## config.mk

```make
export PLATFORM = sky130hd
export DESIGN_NAME = spi_slave_regs
export DESIGN_NICKNAME = d
export VERILOG_FILES = /design/src/rtl/spi_pkg.sv /design/src/rtl/spi_sync_edge.sv /design/src/rtl/spi_slave_regs.sv
export SDC_FILE = /design/constraint.sdc
export NUM_CORES = 1
export LEC_CHECK = 0
export CORE_MARGIN = 5
export CORE_UTILIZATION = 48
export CTS_CLUSTER_SIZE = 20
export DETAILED_ROUTE_END_ITERATION = 10
export GPL_ROUTABILITY_DRIVEN = 0
export HOLD_SLACK_MARGIN = 0.03
export PLACE_DENSITY_LB_ADDON = 0.3
export SYNTH_ARGS = -nofsm -noshare
export SYNTH_HDL_FRONTEND = slang
export SYNTH_SLANG_ARGS = --single-unit
```

## constraint.sdc

```tcl
create_clock -name clk -period 3.3 [get_ports clk]
set_input_delay 0.495 -clock clk [delete_from_list [all_inputs] [get_ports clk]]
set_output_delay 0.495 -clock clk [all_outputs]
set_load 0.005 [all_outputs]
```

## src/rtl/spi_pkg.sv

```systemverilog
// Shared SPI responder definitions: default widths, FSM state encoding, frame-layout helpers.
// Pure constants/functions; no timing or flow-control behaviour of its own.
package spi_pkg;

  localparam int DEF_CMD_WIDTH  = 12;
  localparam int DEF_ADDR_WIDTH = 3;
  localparam int DEF_DATA_WIDTH = 8;

  typedef enum logic [1:0] {
    IDLE     = 2'd0,
    CMD      = 2'd1,
    RD_ARMED = 2'd2,
    RD_DATA  = 2'd3
  } spi_state_e;

  // The write/read flag is the first bit shifted in, so it lands in the MSB of the frame.
  function automatic int wr_flag_pos(input int cmd_width);
    return cmd_width - 1;
  endfunction

  function automatic int rd_cmd_len(input int addr_width);
    return 1 + addr_width;
  endfunction

endpackage

```

## src/rtl/spi_sync_edge.sv

```systemverilog
// Multi-flop input synchronizer with registered rise/fall pulses; level/pulses lag the pin by STAGES+1 clk.
// No backpressure: free-running on every clk.
module spi_sync_edge #(
  parameter int   STAGES   = 2,
  parameter logic IDLE_VAL = 1'b0
) (
  input  logic clk,
  input  logic rst_n,
  input  logic din,
  output logic level,
  output logic rise,
  output logic fall
);

  logic [STAGES-1:0] sync_q;
  logic              prev_q;

  always_ff @(posedge clk or negedge rst_n) begin
    if (!rst_n) begin
      sync_q <= {STAGES{IDLE_VAL}};
      prev_q <= IDLE_VAL;
      rise   <= 1'b0;
      fall   <= 1'b0;
    end else begin
      sync_q <= {sync_q[STAGES-2:0], din};
      prev_q <= sync_q[STAGES-1];
      rise   <= sync_q[STAGES-1] & ~prev_q;
      fall   <= ~sync_q[STAGES-1] & prev_q;
    end
  end

  // prev_q is aligned with the registered pulses, so level and edges describe the same sample.
  assign level = prev_q;

endmodule

```

## src/rtl/spi_slave_regs.sv

```systemverilog
// Mode-0 SPI responder: 12-bit write frames into a register file, 4-bit read command then 8-bit read frame.
// Strobes fire SYNC_STAGES+2 clk after cs rise; no backpressure. SPI_SLV_RD_TIMEOUT_EN adds a 1023-clk RD_ARMED timeout.
module spi_slave_regs
  import spi_pkg::*;
#(
  parameter int CMD_WIDTH   = DEF_CMD_WIDTH,
  parameter int ADDR_WIDTH  = DEF_ADDR_WIDTH,
  parameter int DATA_WIDTH  = DEF_DATA_WIDTH,
  parameter int SYNC_STAGES = 2
) (
  input  logic                  clk,
  input  logic                  rst_n,
  input  logic                  sclk,
  input  logic                  cs,
  input  logic                  mosi,
  output logic                  miso,
  output logic                  wr_vld,
  output logic [ADDR_WIDTH-1:0] wr_addr,
  output logic [DATA_WIDTH-1:0] wr_data,
  output logic                  rd_done,
  output logic                  frame_err
);

  localparam int FLAG_POS = wr_flag_pos(CMD_WIDTH);
  localparam int RD_LEN   = rd_cmd_len(ADDR_WIDTH);
  localparam int CNT_W    = ADDR_WIDTH + DATA_WIDTH + 2;
  localparam int NREGS    = 2 ** ADDR_WIDTH;
  localparam logic [CNT_W-1:0] CNT_CMD = CNT_W'(CMD_WIDTH);
  localparam logic [CNT_W-1:0] CNT_RD  = CNT_W'(RD_LEN);
  localparam logic [CNT_W-1:0] CNT_DAT = CNT_W'(DATA_WIDTH);
  localparam logic [CNT_W-1:0] CNT_SAT = CNT_W'(CMD_WIDTH + 1);

  logic cs_s, cs_rise, cs_fall;
  logic sclk_s, sclk_rise, sclk_fall;
  logic mosi_s, mosi_rise, mosi_fall;
  logic unused_sync;

  spi_sync_edge #(.STAGES(SYNC_STAGES), .IDLE_VAL(1'b1)) u_cs (
    .clk(clk), .rst_n(rst_n), .din(cs), .level(cs_s), .rise(cs_rise), .fall(cs_fall)
  );
  spi_sync_edge #(.STAGES(SYNC_STAGES), .IDLE_VAL(1'b0)) u_sclk (
    .clk(clk), .rst_n(rst_n), .din(sclk), .level(sclk_s), .rise(sclk_rise), .fall(sclk_fall)
  );
  spi_sync_edge #(.STAGES(SYNC_STAGES), .IDLE_VAL(1'b0)) u_mosi (
    .clk(clk), .rst_n(rst_n), .din(mosi), .level(mosi_s), .rise(mosi_rise), .fall(mosi_fall)
  );

  assign unused_sync = ^{cs_s, sclk_s, mosi_rise, mosi_fall};

  spi_state_e             state, state_nxt;
  logic [CMD_WIDTH-1:0]   rx_sr;
  logic [DATA_WIDTH-1:0]  tx_sr;
  logic [CNT_W-1:0]       bit_cnt;
  logic [DATA_WIDTH-1:0]  regs [NREGS];
  logic clr_frame, rx_shift, cnt_inc, tx_shift, do_commit, do_arm, err_nxt, done_nxt;
  logic to_hit;

`ifdef SPI_SLV_RD_TIMEOUT_EN
  logic [9:0] to_cnt;

  always_ff @(posedge clk or negedge rst_n) begin
    if (!rst_n)                 to_cnt <= '0;
    else if (state == RD_ARMED) to_cnt <= to_cnt + 10'd1;
    else                        to_cnt <= '0;
  end

  assign to_hit = (to_cnt == 10'h3FF);
`else
  assign to_hit = 1'b0;
`endif

  always_ff @(posedge clk or negedge rst_n) begin
    if (!rst_n) state <= IDLE;
    else        state <= state_nxt;
  end

  // cs rise outranks cs fall, which outranks any sclk edge in the same clk.
  always_comb begin
    state_nxt = state;
    clr_frame = 1'b0;
    rx_shift  = 1'b0;
    cnt_inc   = 1'b0;
    tx_shift  = 1'b0;
    do_commit = 1'b0;
    do_arm    = 1'b0;
    err_nxt   = 1'b0;
    done_nxt  = 1'b0;
    case (state)
      IDLE: begin
        if (cs_fall) begin
          state_nxt = CMD;
          clr_frame = 1'b1;
        end
      end
      CMD: begin
        if (cs_rise) begin
          state_nxt = IDLE;
          if (bit_cnt == CNT_CMD && rx_sr[FLAG_POS]) begin
            do_commit = 1'b1;
          end else if (bit_cnt == CNT_RD && !rx_sr[RD_LEN-1]) begin
            do_arm    = 1'b1;
            state_nxt = RD_ARMED;
          end else begin
            err_nxt = 1'b1;
          end
        end else if (!cs_fall && sclk_rise) begin
          rx_shift = 1'b1;
          cnt_inc  = 1'b1;
        end
      end
      RD_ARMED: begin
        if (cs_fall) begin
          state_nxt = RD_DATA;
          clr_frame = 1'b1;
        end else if (to_hit) begin
          state_nxt = IDLE;
          err_nxt   = 1'b1;
        end
      end
      RD_DATA: begin
        if (cs_rise) begin
          state_nxt = IDLE;
          done_nxt  = (bit_cnt == CNT_DAT);
          err_nxt   = (bit_cnt != CNT_DAT);
        end else if (!cs_fall) begin
          cnt_inc  = sclk_rise;
          tx_shift = sclk_fall;
        end
      end
      default: state_nxt = IDLE;
    endcase
  end

  always_ff @(posedge clk or negedge rst_n) begin
    if (!rst_n) begin
      rx_sr     <= '0;
      tx_sr     <= '0;
      bit_cnt   <= '0;
      miso      <= 1'b0;
      wr_vld    <= 1'b0;
      wr_addr   <= '0;
      wr_data   <= '0;
      rd_done   <= 1'b0;
      frame_err <= 1'b0;
      for (int i = 0; i < NREGS; i++) regs[i] <= '0;
    end else begin
      wr_vld    <= do_commit;
      rd_done   <= done_nxt;
      frame_err <= err_nxt;
      if (clr_frame) begin
        rx_sr   <= '0;
        bit_cnt <= '0;
      end else begin
        if (rx_shift) rx_sr <= {rx_sr[CMD_WIDTH-2:0], mosi_s};
        if (cnt_inc && bit_cnt != CNT_SAT) bit_cnt <= bit_cnt + 1'b1;
      end
      if (do_commit) begin
        regs[rx_sr[DATA_WIDTH +: ADDR_WIDTH]] <= rx_sr[DATA_WIDTH-1:0];
        wr_addr <= rx_sr[DATA_WIDTH +: ADDR_WIDTH];
        wr_data <= rx_sr[DATA_WIDTH-1:0];
      end
      // Read data is snapshotted when the command frame closes.
      if (do_arm)        tx_sr <= regs[rx_sr[ADDR_WIDTH-1:0]];
      else if (tx_shift) tx_sr <= {tx_sr[DATA_WIDTH-2:0], 1'b0};
      if (state_nxt != RD_DATA) miso <= 1'b0;
      else if (state != RD_DATA) miso <= tx_sr[DATA_WIDTH-1];
      else if (tx_shift)         miso <= tx_sr[DATA_WIDTH-2];
    end
  end

endmodule

```

==> results.md, run 1 <==
* Status: finished, final reports clean
* DIE WIDTH at 119 um
* Dominant synthesized flop cell: dfrtp_1
* #FFs+latches synth at 127
* Fmax at 0.369 GHz
* Die Ht at 119 um
* Number of diodes at 0
* Max Slew Vio Count at 0
* IO Port Bufs at 19
* Vias at 3515
* Starting density of the core at 0.493
* Share of cells above drive strength 1 at 0.326
* Clk_lat worst skew at 0.41 ns
* Initial drt markers at 230
* Die area at 0.0141 mm2
* Row cnt at 39
* Tmin final at 2.71 ns
* Fin. Hold Viols at 0
* Postcts setup bufs at 0
* Crit-path max FO at 8
* Most common cell after layout, fill and taps aside: dfrtp_1
* Yosys cell types at 45
* Area delta synth->final at 17.0%
* Syn Area/Cell at 13.3 um2
* Global-route wire length before repair at 20.0 mm
* Initial antenna violation count at 0
* EDFF count, synth at 0
* Most frequent cells in the layout: dfrtp_1, mux2_2, a21oi_1
* Worst vdd ir at 493 uV
* Vias in the first global route at 3751
* Pre-antenna DRT Iters at 4
* Worst min path class: in -> async
* Total grt overflow at 0
* Crit share post-route at 0.821
* Leak Pwr at 3.07 nW
* Sequential area share after synthesis at 0.561
* Worst EP required at 3.59 ns
* Detailed placement HPWL at 7.68 mm
* I/O pin cnt at 20
* Post-synth net total at 435
* Synth Warn # at 0
* Crit path kind: reg -> reg
* Routed Antenna Nets at 0
* Ys async rst share at 1.00
* CTS tree: built
* Pre-CTS setup slack at 0.598 ns
* Routed WL per cell at 19.2 um
* WP data arrival at 3.00 ns
* All-Layer GR Usage at 0.180
* H-tree depth at 4
* Setup Skew at 0.00878 ns
* Final TNS setup at 0 ns
* RSZ-0062 raised after global routing: false
* Via/cell ratio at 5.80
* Total Wirelength at 11.6 mm
* Final WS setup at 0.590 ns
* Worst-margin pin slew at 0.943 ns
* Clock buffer depth at 2
* Post-synthesis cell count at 427
* Mapped cell area at 0.00567 mm2
* DRC at 0
* DP Cell Count at 574
* Final nets at 458
* Max-cap violations at 0
* Fillers at 937
* Final std cells w/o fill at 606
* Crit. End Element: flop
* Post-cts resize count at 0
* WHS at 0.130 ns
* Slew headroom at 0.370
* CTS root buffer: clkbuf_16
* Core box area at 0.0115 mm2
* Hold buffers post-CTS at 0
* Pin count of the biggest net entering global routing at 73
* Startpoint types: flop
* Pwr Density at 548 mW/mm2
* Clk sinks at 127
* Clock slew at reported path FFs at 0.06 ns
* Inserted Clock Buffers at 17
* Final setup vio count at 0
## where the power goes
part / switching, mW / internal, mW
Combinational: 0.0879 / 0.0617
Clock: 0.697 / 1.17
Sequential: 0.0384 / 1.58
## per-stage QoR
stage / power, mW / instance area (um2) / util
6_report: 3.64 / 6640 / 0.576
5_1_grt: 3.79 / 6640 / 0.576
4_1_cts: 3.67 / 6640 / 0.576
3_5_place_dp: 1.80 / 6040 / 0.525
3_3_place_gp: 1.79 / 6040 / 0.525
2_1_floorplan: 1.73 / 5670 / -
## layer usage
metal	up-vias	GRT usage	part of all wire
li1	1615	-	-
met1	1828	0.244	0.46
met2	60	0.285	0.49
met3	12	0.0473	0.037
met4	0	0.0536	0.010
met5	-	0	0
## cell families (layout without fill, tap and decap cells)
kind of cell | after synthesis | in the layout | share of synthesized area
AND/OR/NAND/NOR | 97 | 97 | 0.102
buffers and inverters | 41 | 77 | 0.0293
XOR/XNOR | 2 | 2 | 0.00309
adder cells (fa/ha/maj) | 3 | 3 | 0.00662
multiplexers | 105 | 105 | 0.243
AO/OA/AOI/OAI | 52 | 52 | 0.0556
flip-flops | 127 | 127 | 0.561
## cells in the mapped netlist (2+ instances only)
library cell  number  area [um2]
dfrtp_1          124        3100
mux2_2            68         766
clkbuf_1          24        90.1
a21oi_1           21         105
nor2_1            20        75.1
nand2_1           17        63.8
mux4_2            16         360
o21ai_0           15        75.1
mux2i_1           13         130
inv_1             11        41.3
nand3_1            9        45.0
mux2_4             8         120
or3_1              7        43.8
a221oi_1           6        52.6
nand4_1            6        37.5
nor2b_1            6        37.5
and4_1             5        43.8
and3_1             4        25.0
buf_2              4        20.0
or4_1              4        30.0
dfstp_2            3        78.8
ha_1               3        37.5
nor4_1             3        18.8
o31ai_1            3        22.5
a21o_1             2        15.0
and2_1             2        12.5
nand3b_1           2        15.0
or3b_2             2        17.5
or4_4              2        22.5
xor2_1             2        17.5
## path summary, 6_finish.rpt
check,startpoint,endpoint,slack (ns),cells after the start
max,bit_cnt[0],regs[24],0.59,6
min,rst_n,u_cs.rise,0.13,1
max reg2reg,bit_cnt[0],regs[24],0.59,6
min reg2reg,u_mosi.sync_q[1],u_mosi.level,0.35,0
max in group asynchronous,rst_n,regs[18],2.36,2
min in group clk,u_mosi.sync_q[1],u_mosi.level,0.35,0
## state kept, by name, summed over array words and instances (netlist names), 2 cells and up
signal	count
state	2
wr_data	8
u_cs.sync_q	2
regs	64
wr_addr	3
tx_sr	8
u_sclk.sync_q	2
bit_cnt	13
rx_sr	12
u_mosi.sync_q	2
## cell type report
cell class	count	area, um2	share of cell area
clock buffers	20	467	0.0703
clock inverters	12	131	0.0198
inverters	11	41.3	0.00622
multi-input cells	259	2330	0.350
flip-flops and latches	127	3180	0.479
well taps	143	179	0.0270
repair buffers	34	313	0.0471
## critical path, cell delays in order, from the launching register on
cell     delay [ns]
dfrtp_1        0.44
inv_1          0.08
ha_1           0.13
or3b_1         0.40
or4_4          0.55
or4_4          0.65
mux2_4         0.34
(Power assumes the default switching activity.)
==> run 2: changes to the inputs <==
Clock period 3.3 ns to 2.4 ns, I/O delays scaled along.
==> run 2 against run 1 <==
Net effect:
- sequential power grew 36%
- wire length up 3.9%
- largest power group unchanged
- total power rose by 33%
- die area is the same
- cell count rose by 3.5%
- the run now ends with hold timing, setup timing left
==> results.md, run 2 (synthesized netlist as in run 1, its figures left out) <==
* Status: complete, but fails checks
* Failing checks: hold timing, setup timing
* IO Port Bufs at 19
* Worst min path class: in -> async
* Clock buffer depth at 2
* Leak Pwr at 3.15 nW
* Fmax at 0.403 GHz
* Most frequent cells in the layout: dfrtp_1, mux2_2, buf_4
* Fin. Hold Viols at 4
* Core box area at 0.0115 mm2
* Max Slew Vio Count at 0
* Pwr Density at 708 mW/mm2
* Top flop regs: regs (64), bit_cnt (13), rx_sr (12)
* Area delta synth->final at 20.4%
* Pre-antenna DRT Iters at 4
* Clock slew at reported path FFs at 0.06 ns
* Die area at 0.0141 mm2
* Most common cell after layout, fill and taps aside: dfrtp_1
* Setup Skew at 0.00764 ns
* Final setup vio count at 14
* Startpoint types: flop
* Routed Antenna Nets at 0
* Crit share post-route at 1.03
* Die Ht at 119 um
* Worst EP required at 2.70 ns
* Max-cap violations at 0
* Worst-margin pin slew at 0.719 ns
* Routed WL per cell at 19.3 um
* Crit path to: regs[29]
* DIE WIDTH at 119 um
* Share of cells above drive strength 1 at 0.374
* Final WS setup at -0.0815 ns
* Pre-CTS setup slack at -0.0904 ns
* CTS tree: built
* Critical path, cell by cell: inv_1 > ha_1 > or3b_4 > or4_4 > or4_4 > mux2_4
* CTS root buffer: clkbuf_16
* Tmin final at 2.48 ns
* Internal power at 3.74 mW
* Row cnt at 39
* Detailed placement HPWL at 7.91 mm
* Slew headroom at 0.521
* Crit. Startpoint: bit_cnt[1]
* P_sw at 1.10 mW
* Max FFs per register at 64
* Top Metal Used: met4
* Met1 Wirelength at 5.38 mm
* Number of diodes at 0
* Sequential share of power at 0.458
* I/O pin cnt at 20
* Crit-path max FO at 8
* H-tree depth at 4
* Starting density of the core at 0.493
* Clk pwr share at 0.486
* Crit. End Element: flop
* Most frequent cell on the critical path: or4_4
* Initial drt markers at 196
* Sw Share at 0.228
* Global-route wire length before repair at 20.1 mm
* Final core occ at 0.593
* Total Wirelength at 12.1 mm
* Clk sinks at 127
* Largest reg by FF count: regs
* DRC at 0
* Comb power frac at 0.056
* Via/cell ratio at 5.79
* All-Layer GR Usage at 0.181
* Vias in the first global route at 3805
* Worst path max stage delay at 0.54 ns
* R2r setup slk at -0.08 ns
* Initial antenna violation count at 0
* WP data arrival at 2.78 ns
* RR Startpoint: bit_cnt[1]
* Clk_lat worst skew at 0.42 ns
* DR WL met2 at 6.07 mm
* Fillers at 917
* Hold buffers post-CTS at 0
* Crit path kind: reg -> reg
* Worst vdd ir at 751 uV
* Vias at 3631
* FF-to-FF End: regs[29]
* CP max stage cell: or4_4
* WHS at -0.0302 ns
* Met3 wire len at 455 um
* Inserted Clock Buffers at 17
* Cell depth of the worst flop-to-flop path at 6
* RSZ-0062 raised after global routing: true
* Final nets at 480
* Total grt overflow at 0
* Pin count of the biggest net entering global routing at 128
[run 2: area by class of cell]
type / count / area, um2 / area share
Clock inverter: 10 / 90.1 / 0.0132
Clock buffer: 21 / 450 / 0.0659
Timing Repair Buffer: 56 / 493 / 0.0722
Tap cell: 143 / 179 / 0.0262
Inverter: 11 / 41.3 / 0.00605
Sequential cell: 127 / 3180 / 0.466
Multi-Input combinational cell: 259 / 2390 / 0.351
[run 2: worst min-delay path by stage]
stage / startpoint / endpoint / slack (ns) / cells past startpoint
6_report: rst_n / bit_cnt[6] / -0.03 / 2
5_1_grt: rst_n / bit_cnt[7] / 0.1 / 2
3_3_place_gp: u_mosi.sync_q[0] / u_mosi.sync_q[1] / 0.34 / 0
3_5_place_dp: u_sclk.sync_q[0] / u_sclk.sync_q[1] / 0.34 / 0
4_1_cts: rst_n / bit_cnt[6] / 0.07 / 2
2_1_floorplan: rst_n / bit_cnt[0] / 0.06 / 0
[run 2: through the flow]
| step | cell area (um2) | total power [mW] | cells | TNS [ns] |
|---|---|---|---|---|
| 2_1_floorplan | 5680 | 2.38 | 427 | -0.852 |
| 3_3_place_gp | 6190 | 2.50 | 593 | -0.460 |
| 3_5_place_dp | 6190 | 2.50 | 593 | -1.02 |
| 4_1_cts | 6740 | 4.88 | 625 | -0.773 |
| 5_1_grt | 6830 | 5.04 | 627 | -3.00 |
| 6_report | 6830 | 4.84 | 627 | -0.614 |
[run 2: power by group through the flow]
stage,registers (mW),logic [mW],clock network [mW]
5_1_grt,2.22,0.302,2.52
6_report,2.21,0.271,2.35
3_5_place_dp,2.25,0.254,0
2_1_floorplan,2.23,0.147,0
4_1_cts,2.21,0.263,2.40
3_3_place_gp,2.25,0.248,0
[run 2: critical path, delay by kind of cell, from the launching register on]
family | cells | cell delay [ns]
AND/OR/NAND/NOR | 3 | 1.44
flip-flops | 1 | 0.38
multiplexers | 1 | 0.34
adder cells (fa/ha/maj) | 1 | 0.13
buffers and inverters | 1 | 0.07
[run 2: what timing repair did]
| item | 4_1_cts | 5_1_grt |
|---|---|---|
| endpoints found under the setup margin | 16 | 55 |
| gates resized for setup | 1 | 15 |
| buffers inserted | 1 | 2 |
| pin swaps | 0 | 2 |
[run 2: metal layers]
metal,vias to the layer above,global-route usage
met5,-,0
met4,0,0.0644
met3,18,0.0573
met2,64,0.289
met1,1902,0.235
li1,1647,-
==> run 3: changes to the inputs <==
Settings changed: CTS_CLUSTER_SIZE 20 to default.
==> results of run 3 <==
No change in the layout: final DEF, timing and power equal those of run 2.
